## config.mk

```make
export PLATFORM = sky130hd
export DESIGN_NAME = serial_latch_rx
export DESIGN_NICKNAME = d
export VERILOG_FILES = /design/src/rtl/serial_latch_pkg.sv /design/src/rtl/sync_rise.sv /design/src/rtl/serial_latch_rx.sv
export SDC_FILE = /design/constraint.sdc
export NUM_CORES = 1
export LEC_CHECK = 0
export CORE_UTILIZATION = 24
export CTS_CLUSTER_SIZE = 24
export DETAILED_ROUTE_END_ITERATION = 10
export PLACE_DENSITY = 0.47
export REMOVE_ABC_BUFFERS = 1
export SLEW_MARGIN = 20
export SYNTH_ARGS = -nofsm -noshare
export SYNTH_HDL_FRONTEND = slang
export SYNTH_SLANG_ARGS = --single-unit
```

## constraint.sdc

```tcl
create_clock -name CLK -period 10.2 [get_ports CLK]
set_input_delay 2.04 -clock CLK [delete_from_list [all_inputs] [get_ports CLK]]
set_output_delay 2.04 -clock CLK [all_outputs]
set_load 0.05 [all_outputs]
```

## src/rtl/serial_latch_pkg.sv

```systemverilog
// Shared state encoding and default sizing for the serial latch receiver.
package serial_latch_pkg;

  localparam int DEF_WIDTH = 64;
  localparam int DEF_ROWS  = 6;

  typedef enum logic [1:0] {
    IDLE    = 2'd0,
    SHIFT   = 2'd1,
    LATCHED = 2'd2,
    DISPLAY = 2'd3
  } state_t;

endpackage

```

## src/rtl/sync_rise.sv

```systemverilog
// Multi-flop synchronizer for one asynchronous input, with rise/fall detect
// taken from the last stage against its one-cycle-delayed copy.
module sync_rise #(
  parameter int STAGES = 2
) (
  input  logic clk,
  input  logic rst,
  input  logic d,
  output logic level,
  output logic rise,
  output logic fall
);

  localparam int N = (STAGES < 2) ? 2 : STAGES;

  logic [N-1:0] sync_r;
  logic         prev_r;

  // synchronizer chain and delayed copy of its output for edge detect
  always_ff @(posedge clk or posedge rst) begin
    if (rst) begin
      sync_r <= {N{1'b0}};
      prev_r <= 1'b0;
    end else begin
      sync_r <= {sync_r[N-2:0], d};
      prev_r <= sync_r[N-1];
    end
  end

  assign level = sync_r[N-1];
  assign rise  = sync_r[N-1] & ~prev_r;
  assign fall  = ~sync_r[N-1] & prev_r;

endmodule

```

## src/rtl/serial_latch_rx.sv

```systemverilog
// Receives MSB-first rows from a CLKimpr/DO/LAT/STB transmitter, latches them
// into row_data with a wrapping row index, and drives oe during the strobe.
module serial_latch_rx
  import serial_latch_pkg::*;
#(
  parameter int WIDTH       = DEF_WIDTH,
  parameter int ROWS        = DEF_ROWS,
  parameter int SYNC_STAGES = 2
) (
  input  logic                    CLK,
  input  logic                    RST,
  input  logic                    CLKimpr,
  input  logic                    DO,
  input  logic                    LAT,
  input  logic                    STB,
  input  logic                    err_clr,
  output logic [WIDTH-1:0]        row_data,
  output logic [$clog2(ROWS)-1:0] row_idx,
  output logic                    row_valid,
  output logic                    oe,
  output logic                    len_err,
  output logic                    seq_err
);

  localparam int CW = $clog2(WIDTH + 2);
  localparam int IW = $clog2(ROWS);
  localparam logic [CW-1:0] CNT_FULL = CW'(WIDTH);
  localparam logic [CW-1:0] CNT_SAT  = CW'(WIDTH + 1);
  localparam logic [IW-1:0] ROW_LAST = IW'(ROWS - 1);

  logic clk_rise_s, do_lvl_s, lat_rise_s, stb_lvl_s, stb_rise_s, stb_fall_s;
  logic clk_lvl_unused_s, clk_fall_unused_s, do_rise_unused_s, do_fall_unused_s;
  logic lat_lvl_unused_s, lat_fall_unused_s;

  state_t           state_r;
  logic [WIDTH-1:0] sr_r, sr_nxt_s, lat_data_r;
  logic [CW-1:0]    cnt_r, cnt_nxt_s;
  logic [IW-1:0]    row_cnt_r, lat_idx_r;
  logic             lat_pend_r, len_evt_s, seq_evt_s;

  sync_rise #(.STAGES(SYNC_STAGES)) u_sync_clk (
    .clk(CLK), .rst(RST), .d(CLKimpr),
    .level(clk_lvl_unused_s), .rise(clk_rise_s), .fall(clk_fall_unused_s));
  sync_rise #(.STAGES(SYNC_STAGES)) u_sync_do (
    .clk(CLK), .rst(RST), .d(DO),
    .level(do_lvl_s), .rise(do_rise_unused_s), .fall(do_fall_unused_s));
  sync_rise #(.STAGES(SYNC_STAGES)) u_sync_lat (
    .clk(CLK), .rst(RST), .d(LAT),
    .level(lat_lvl_unused_s), .rise(lat_rise_s), .fall(lat_fall_unused_s));
  sync_rise #(.STAGES(SYNC_STAGES)) u_sync_stb (
    .clk(CLK), .rst(RST), .d(STB),
    .level(stb_lvl_s), .rise(stb_rise_s), .fall(stb_fall_s));

  // next shift-register/count values and the error events of this cycle
  always_comb begin
    sr_nxt_s  = sr_r;
    cnt_nxt_s = cnt_r;
    seq_evt_s = 1'b0;
    if (clk_rise_s) begin
      sr_nxt_s  = {sr_r[WIDTH-2:0], do_lvl_s};
      cnt_nxt_s = (cnt_r == CNT_SAT) ? cnt_r : cnt_r + CW'(1);
    end else begin
      sr_nxt_s  = sr_r;
      cnt_nxt_s = cnt_r;
    end
    len_evt_s = lat_rise_s & (cnt_nxt_s != CNT_FULL);
    case (state_r)
      IDLE, SHIFT: seq_evt_s = stb_rise_s;
      DISPLAY:     seq_evt_s = lat_rise_s;
      default:     seq_evt_s = 1'b0;
    endcase
  end

  // datapath: latch captures the post-shift value, output stage follows a cycle later
  always_ff @(posedge CLK or posedge RST) begin
    if (RST) begin
      sr_r       <= {WIDTH{1'b0}};
      cnt_r      <= {CW{1'b0}};
      row_cnt_r  <= {IW{1'b0}};
      lat_data_r <= {WIDTH{1'b0}};
      lat_idx_r  <= {IW{1'b0}};
      lat_pend_r <= 1'b0;
      row_data   <= {WIDTH{1'b0}};
      row_idx    <= {IW{1'b0}};
      row_valid  <= 1'b0;
      len_err    <= 1'b0;
      seq_err    <= 1'b0;
    end else begin
      sr_r       <= sr_nxt_s;
      lat_pend_r <= lat_rise_s;
      row_valid  <= lat_pend_r;
      if (lat_rise_s) begin
        cnt_r      <= {CW{1'b0}};
        lat_data_r <= sr_nxt_s;
        lat_idx_r  <= row_cnt_r;
        row_cnt_r  <= (row_cnt_r == ROW_LAST) ? {IW{1'b0}} : row_cnt_r + IW'(1);
      end else begin
        cnt_r <= cnt_nxt_s;
      end
      if (lat_pend_r) begin
        row_data <= lat_data_r;
        row_idx  <= lat_idx_r;
      end
      len_err <= (len_err & ~err_clr) | len_evt_s;
      seq_err <= (seq_err & ~err_clr) | seq_evt_s;
    end
  end

  // control FSM with registered output enable
  always_ff @(posedge CLK or posedge RST) begin
    if (RST) begin
      state_r <= IDLE;
      oe      <= 1'b0;
    end else begin
      oe <= 1'b0;
      case (state_r)
        IDLE: begin
          if (lat_rise_s)      state_r <= LATCHED;
          else if (clk_rise_s) state_r <= SHIFT;
          else                 state_r <= IDLE;
        end
        SHIFT: begin
          if (lat_rise_s) state_r <= LATCHED;
          else            state_r <= SHIFT;
        end
        LATCHED: begin
          if (stb_rise_s) begin
            state_r <= DISPLAY;
            oe      <= stb_lvl_s;
          end else if (lat_rise_s) begin
            state_r <= LATCHED;
          end else if (clk_rise_s) begin
            state_r <= SHIFT;
          end else begin
            state_r <= LATCHED;
          end
        end
        DISPLAY: begin
          if (stb_fall_s) begin
            state_r <= IDLE;
          end else begin
            state_r <= DISPLAY;
            oe      <= stb_lvl_s;
          end
        end
        default: state_r <= IDLE;
      endcase
    end
  end

endmodule

```

==> out/metrics.csv, run 1 <==
stage;metric;value;unit
yosys;top post-synthesis cells by area;dfrtp_1 (66%), nand2_1 (18%), mux2_2 (8.9%), buf_2 (0.94%), clkbuf_1 (0.79%);
yosys;EDFF count, synth;0;
critical_path;R2R setup slack;7.23;ns
cts;TritonCTS Sinks;226;
timing;clk_skew;0.0158;ns
power;Power Total;2.17;mW
critical_path;CP Capture Type;primary output;
floorplanning;Starting Density;0.245;
cts;clock root cell;clkbuf_16;
critical_path;Slowest Stage Delay on Critical Path;0.81;ns
global_routing;largest net degree at the start of global routing;93;
timing;RSZ-0062 raised after global routing;no;
critical_path;Cell Chain, Critical Path;clkdlybuf4s50_1;
floorplanning;Die Ht;190;µm
floorplanning;# IOs;78;
run;max-cap viol count;0;
yosys;flops & latches, synth;226;
cells_and_area;share of layout cells above drive strength 1;0.136;
critical_path;Crit path max-delay family;buffers and inverters;
cts;number of setup buffers added after CTS;0;
timing;Final Slew Violations;0;
critical_path;Required @ worst endpoint;8.16;ns
routing;Via density;4.06;
cells_and_area;Final Instance Area;0.0106;mm²
routing;initial DRC count;180;
placed_design;routability cong.;0.695;
yosys;average instance area after synthesis;10.7;µm²
min_path;min-delay src;u_sync_clk.sync_r[0]$_DFF_PP0_;
routing;DRC;0;
critical_path;Crit Path Category;reg2out;
cts;Post-CTS Resized;0;
yosys;Netlist Area Pre-Place;0.00851;mm²
routing;Post-DRT Antenna Nets;0;
global_routing;initial antenna violation count;0;
cts;H-tree Lvls;1;
timing;worst slew pin tran;0.953;ns
outcome;outcome;complete, no violations;
routing;First-pass DRT Iterations;4;
placed_design;post-DP HPWL;9320;µm
timing;Hold Fails Final Rpt;0;
cells_and_area;Layout area overhead;24.4;%
global_routing;All-Layer GR Usage;0.101;
yosys;Synth Flop Type;dfrtp_1;
global_routing;first-pass GRT wire length;29800;µm
min_path;Hold Crit Class;reg2reg;
floorplanning;Chip Width;190;µm
floorplanning;core box area;0.0347;mm²
critical_path;r2r startpoint;u_sync_lat.sync_r[1]$_DFF_PP0_;
timing;maximum clock rate;0.267;GHz
cts;Skew-Pair Late Insertion Delay;0.53;ns
timing;Period Utilization, post-route;0.368;
floorplanning;Die ar.;0.0362;mm²
power;peak supply drop;0.000119;V
critical_path;worst path buffer plus inverter count;1;
critical_path;worst-path fanout max;2;
min_path;WHS Endpoint;u_sync_clk.sync_r[1]$_DFF_PP0_;
routing;WL per Instance;12.9;µm
timing;fin worst setup slack;6.45;ns
cts;CTS tree;built;
critical_path;critical path data arrival time;1.71;ns
yosys;Async S/R FF share, synth;1.00;
placed_design;PortBufs;77;
power;PwrDens;205;mW/mm²
global_routing;vias in the first global route;5750;
critical_path;r2r endpoint;state_r[1]$_DFF_PP0_;
yosys;share of the synthesized area in the top cell type;0.665;
yosys;Synth area leader;dfrtp_1;
routing;final WL;17300;µm
yosys;post-synthesis cell count;797;
power;Leak Pwr;5.40;nW
timing;# setup viols final;0;
min_path;Hold Crit Depth;0;
cts;hold buffer count at cts;0;
critical_path;Setup crit start kind;flop;
cells_and_area;net count reported at finish;876;
timing;clock period minus worst slack;3.75;ns
cts;clock-pin transition on the worst setup and hold timing paths;0.06;ns
cts;Num CTS Buffers;27;
routing;via count;5443;
timing;Setup Total Neg Slack;0;ns
placed_design;Placed Area;0.00974;mm²
placed_design;Placement Setup Slack;6.03;ns
critical_path;slowest cell on the critical path;clkdlybuf4s50_1;
floorplanning;Cell Rows;68;
yosys;Cell variety after synth;39;
cts;CTS Buffer Depth;3;
yosys;number of synthesis warnings;0;
global_routing;total gr overflow;0;
yosys;sequential fraction of the synthesis area;0.665;
timing;Max transition margin;0.365;
cells_and_area;diode count;0;
critical_path;reg2reg path depth;5;
timing;hold slack final;0.345;ns
per-stage QoR:
| stage | instances | util |
|---|---|---|
| 5_1_grt | 1340 | 0.305 |
| 2_1_floorplan | 757 | - |
| 4_1_cts | 1340 | 0.305 |
| 6_report | 1340 | 0.305 |
| 3_5_place_dp | 1293 | 0.281 |
| 3_3_place_gp | 1293 | 0.281 |
worst max path at each step:
stage	startpoint	endpoint	slack (ns)	cells past startpoint
floorplan	RST	cnt_r[0]$_DFF_PP0_	1.97	1
global placement	RST	lat_pend_r$_DFF_PP0_	6.03	3
detailed placement	RST	lat_pend_r$_DFF_PP0_	6.03	3
CTS	row_data[26]$_DFFE_PP0P_	row_data[26]	6.41	1
global route	row_data[23]$_DFFE_PP0P_	row_data[23]	6.37	1
finish	row_data[23]$_DFFE_PP0P_	row_data[23]	6.45	1
final cells by class:
class / instances / area (µm²)
well taps: 455 / 569
multi-input cells: 526 / 2680
fillers: 3647 / 24100
repair buffers: 81 / 801
clock buffers: 41 / 778
inverters: 5 / 27.5
clock inverters: 6 / 62.6
flip-flops and latches: 226 / 5660
kinds of logic (layout without fill, tap and decap cells):
family,Yosys count,after routing,share of synthesized area
AO/OA/AOI/OAI,17,17,0.0138
XOR/XNOR,7,7,0.00721
adder cells (fa/ha/maj),2,2,0.00294
buffers and inverters,45,133,0.0226
flip-flops,226,226,0.665
multiplexers,68,68,0.0899
AND/OR/NAND/NOR,432,432,0.199
power by group:
part           internal [mW]  leakage, nW  switching, mW
Clock                  0.547        0.414          0.364
Combinational         0.0864         1.91          0.161
Sequential             0.961         3.08         0.0481
state kept, by name, summed over array words and instances, names as in the netlist, 3 cells and up:
| register | cells |
|---|---|
| cnt_r | 7 |
| lat_data_r | 64 |
| lat_idx_r | 3 |
| row_cnt_r | 3 |
| row_data | 64 |
| row_idx | 3 |
| sr_r | 64 |
synth_stat cells (2+ instances only):
| master | number |
|---|---|
| ha_1 | 2 |
| buf_2 | 16 |
| mux2_2 | 67 |
| nor2b_1 | 2 |
| a21oi_1 | 6 |
| nand2_1 | 402 |
| nand3_1 | 2 |
| nor2_1 | 10 |
| clkbuf_1 | 18 |
| buf_1 | 5 |
| inv_1 | 4 |
| dfrtp_1 | 226 |
| xnor2_1 | 4 |
| nand2b_1 | 2 |
| xor2_1 | 3 |
| nor3_1 | 4 |
| nand4_1 | 2 |
placed cells by master (no fill, tap or decap), drive strengths merged, types with 5 or more instances in the layout:
cell type,synthesis,routed
nand2,402,402
dfrtp,226,226
clkdlybuf4s50,0,77
mux2,67,67
clkbuf,18,41
nor2,10,10
a21oi,6,6
clkinv,0,5
inv,5,5
per-layer routing:
metal	GRT usage	share of wire
met1	0.134	0.47
met2	0.164	0.46
met3	0.0193	0.036
met4	0.0332	0.031
met5	0	0
Note: power is estimated with default switching activity, not from simulation.
==> inputs of run 2 (changes only) <==
PLACE_DENSITY = 0.48   (was 0.47)
clock period = 3.33 ns   (was 10.2 ns; I/O delays follow)
==> run 2 against run 1 <==
  * Clock-buffer cell count decreased by 6
  * Die area unchanged
  * Sequential power increased to 3.1 times the previous value
  * Register-to-register slack worse by 5.8 ns
  * Worst hold slack gained 0.0025 ns
  * Core utilization up 0.097 points
  * Flip-flop and latch count is the same
  * Largest cell class unchanged
==> out/metrics.csv, run 2 (same netlist as run 1, synthesis figures left out) <==
stage;metric;value;unit
critical_path;critical path data arrival time;1.75;ns
global_routing;vias in the first global route;5827;
cells_and_area;most common cell after layout, fill and taps aside;nand2_1;
routing;final WL;17900;µm
placed_design;routability cong.;0.678;
timing;RSZ-0062 raised after global routing;no;
placed_design;Placed Cells;1299;
critical_path;r2r endpoint;len_err$_DFF_PP0_;
cts;clock root cell;clkbuf_16;
timing;hold slack final;0.347;ns
timing;worst slew pin tran;1.03;ns
timing;clock period minus worst slack;2.41;ns
routing;Post-DRT Antenna Nets;0;
run;max-cap viol count;0;
cells_and_area;net count reported at finish;882;
cts;Post-CTS Resized;0;
critical_path;reg2reg path depth;5;
routing;WL per Instance;13.3;µm
timing;Max transition margin;0.312;
routing;initial DRC count;255;
cts;Skew-Pair Late Insertion Delay;0.53;ns
critical_path;Crit Path Category;reg2out;
cells_and_area;share of layout cells above drive strength 1;0.144;
floorplanning;Die ar.;0.0362;mm²
min_path;Hold Crit Depth;0;
timing;clk_skew;0.0138;ns
cells_and_area;biggest regs;lat_data_r x64, row_data x64, sr_r x64;
critical_path;Slowest Stage Delay on Critical Path;0.84;ns
floorplanning;Chip Width;190;µm
cts;H-tree Lvls;1;
critical_path;Required @ worst endpoint;2.66;ns
critical_path;slowest cell on the critical path;clkdlybuf4s50_1;
timing;maximum clock rate;0.414;GHz
floorplanning;Cell Rows;68;
power;Leak Pwr;5.43;nW
global_routing;total gr overflow;0;
critical_path;CP Capture Type;primary output;
cts;number of setup buffers added after CTS;0;
floorplanning;Starting Density;0.245;
global_routing;first-pass GRT wire length;30600;µm
global_routing;largest net degree at the start of global routing;79;
cells_and_area;most frequent cells in the layout;nand2_1 (402), dfrtp_1 (225), clkdlybuf4s50_1 (77);
routing;First-pass DRT Iterations;4;
outcome;outcome;complete, no violations;
cts;clock-pin transition on the worst setup and hold timing paths;0.06;ns
critical_path;Crit path max-delay family;buffers and inverters;
cts;TritonCTS Sinks;226;
critical_path;Cell Chain, Critical Path;clkdlybuf4s50_1;
cts;Num CTS Buffers;27;
min_path;Hold Crit Class;reg2reg;
critical_path;worst-path fanout max;2;
floorplanning;Die Ht;190;µm
placed_design;PortBufs;77;
cells_and_area;Layout area overhead;24.8;%
placed_design;post-DP HPWL;9920;µm
critical_path;r2r startpoint;u_sync_lat.sync_r[1]$_DFF_PP0_;
global_routing;All-Layer GR Usage;0.104;
timing;Hold Fails Final Rpt;0;
critical_path;R2R setup slack;1.46;ns
cells_and_area;diode count;0;
cts;CTS tree;built;
power;peak supply drop;0.000397;V
floorplanning;# IOs;78;
min_path;min-delay src;u_sync_do.sync_r[0]$_DFF_PP0_;
cells_and_area;Finished Layout Cells;1341;
routing;Via density;4.04;
critical_path;worst path buffer plus inverter count;1;
power;PwrDens;618;mW/mm²
floorplanning;core box area;0.0347;mm²
cts;CTS Buffer Depth;3;
routing;via count;5424;
min_path;WHS Endpoint;u_sync_do.sync_r[1]$_DFF_PP0_;
timing;Final Slew Violations;0;
global_routing;initial antenna violation count;0;
routing;DRC;0;
timing;# setup viols final;0;
critical_path;Setup crit start kind;flop;
cts;hold buffer count at cts;0;
timing;Period Utilization, post-route;0.725;
[run 2: area by class of cell]
| cell class | count | area [µm²] |
|---|---|---|
| fill | 3609 | 24100 |
| clock inverter | 7 | 38.8 |
| inverter | 5 | 27.5 |
| sequential | 226 | 5660 |
| timing repair buffer | 87 | 871 |
| multi-input combinational | 526 | 2680 |
| tap | 455 | 569 |
| clock buffer | 35 | 766 |
[run 2: worst max-delay path by stage]
stage          cells after the start  slack, ns                     start                        to
3_5_place_dp                       3       1.37                       RST  row_data[39]$_DFFE_PP0P_
6_report                           1       0.92  row_data[36]$_DFFE_PP0P_              row_data[36]
4_1_cts                            1       0.88  row_data[36]$_DFFE_PP0P_              row_data[36]
3_3_place_gp                       3       1.38                       RST  row_data[39]$_DFFE_PP0P_
2_1_floorplan                      1      -3.53                       RST        cnt_r[0]$_DFF_PP0_
5_1_grt                            1       0.84  row_data[36]$_DFFE_PP0P_              row_data[36]
[run 2: through the flow]
step	instance area (µm²)	utilization	setup WS, ns	total power, mW	setup TNS, ns
after floorplan	8330	-	-3.53	3.64	-797.18
after CTS	10600	0.306	0.876	6.70	0
final	10600	0.306	0.916	6.55	0
after global placement	9810	0.283	1.38	3.92	0
after detailed placement	9810	0.283	1.37	3.93	0
after global routing	10600	0.306	0.844	6.89	0
[run 2: routing by layer]
layer  wire (µm)  vias up  track usage  share of wire
met5           0        -            0              0
met4         546        0       0.0326          0.031
met3         710       33       0.0202          0.040
met2        8030       88        0.168           0.45
met1        8580     2628        0.142           0.48
li1            -     2675            -              -
[run 2: where the power goes]
group / switching (mW) / internal (mW) / leakage, nW
Sequential: 0.152 / 2.94 / 3.08
Combinational: 0.495 / 0.273 / 1.94
Clock: 1.10 / 1.59 / 0.406
Total: 1.75 / 4.81 / 5.43
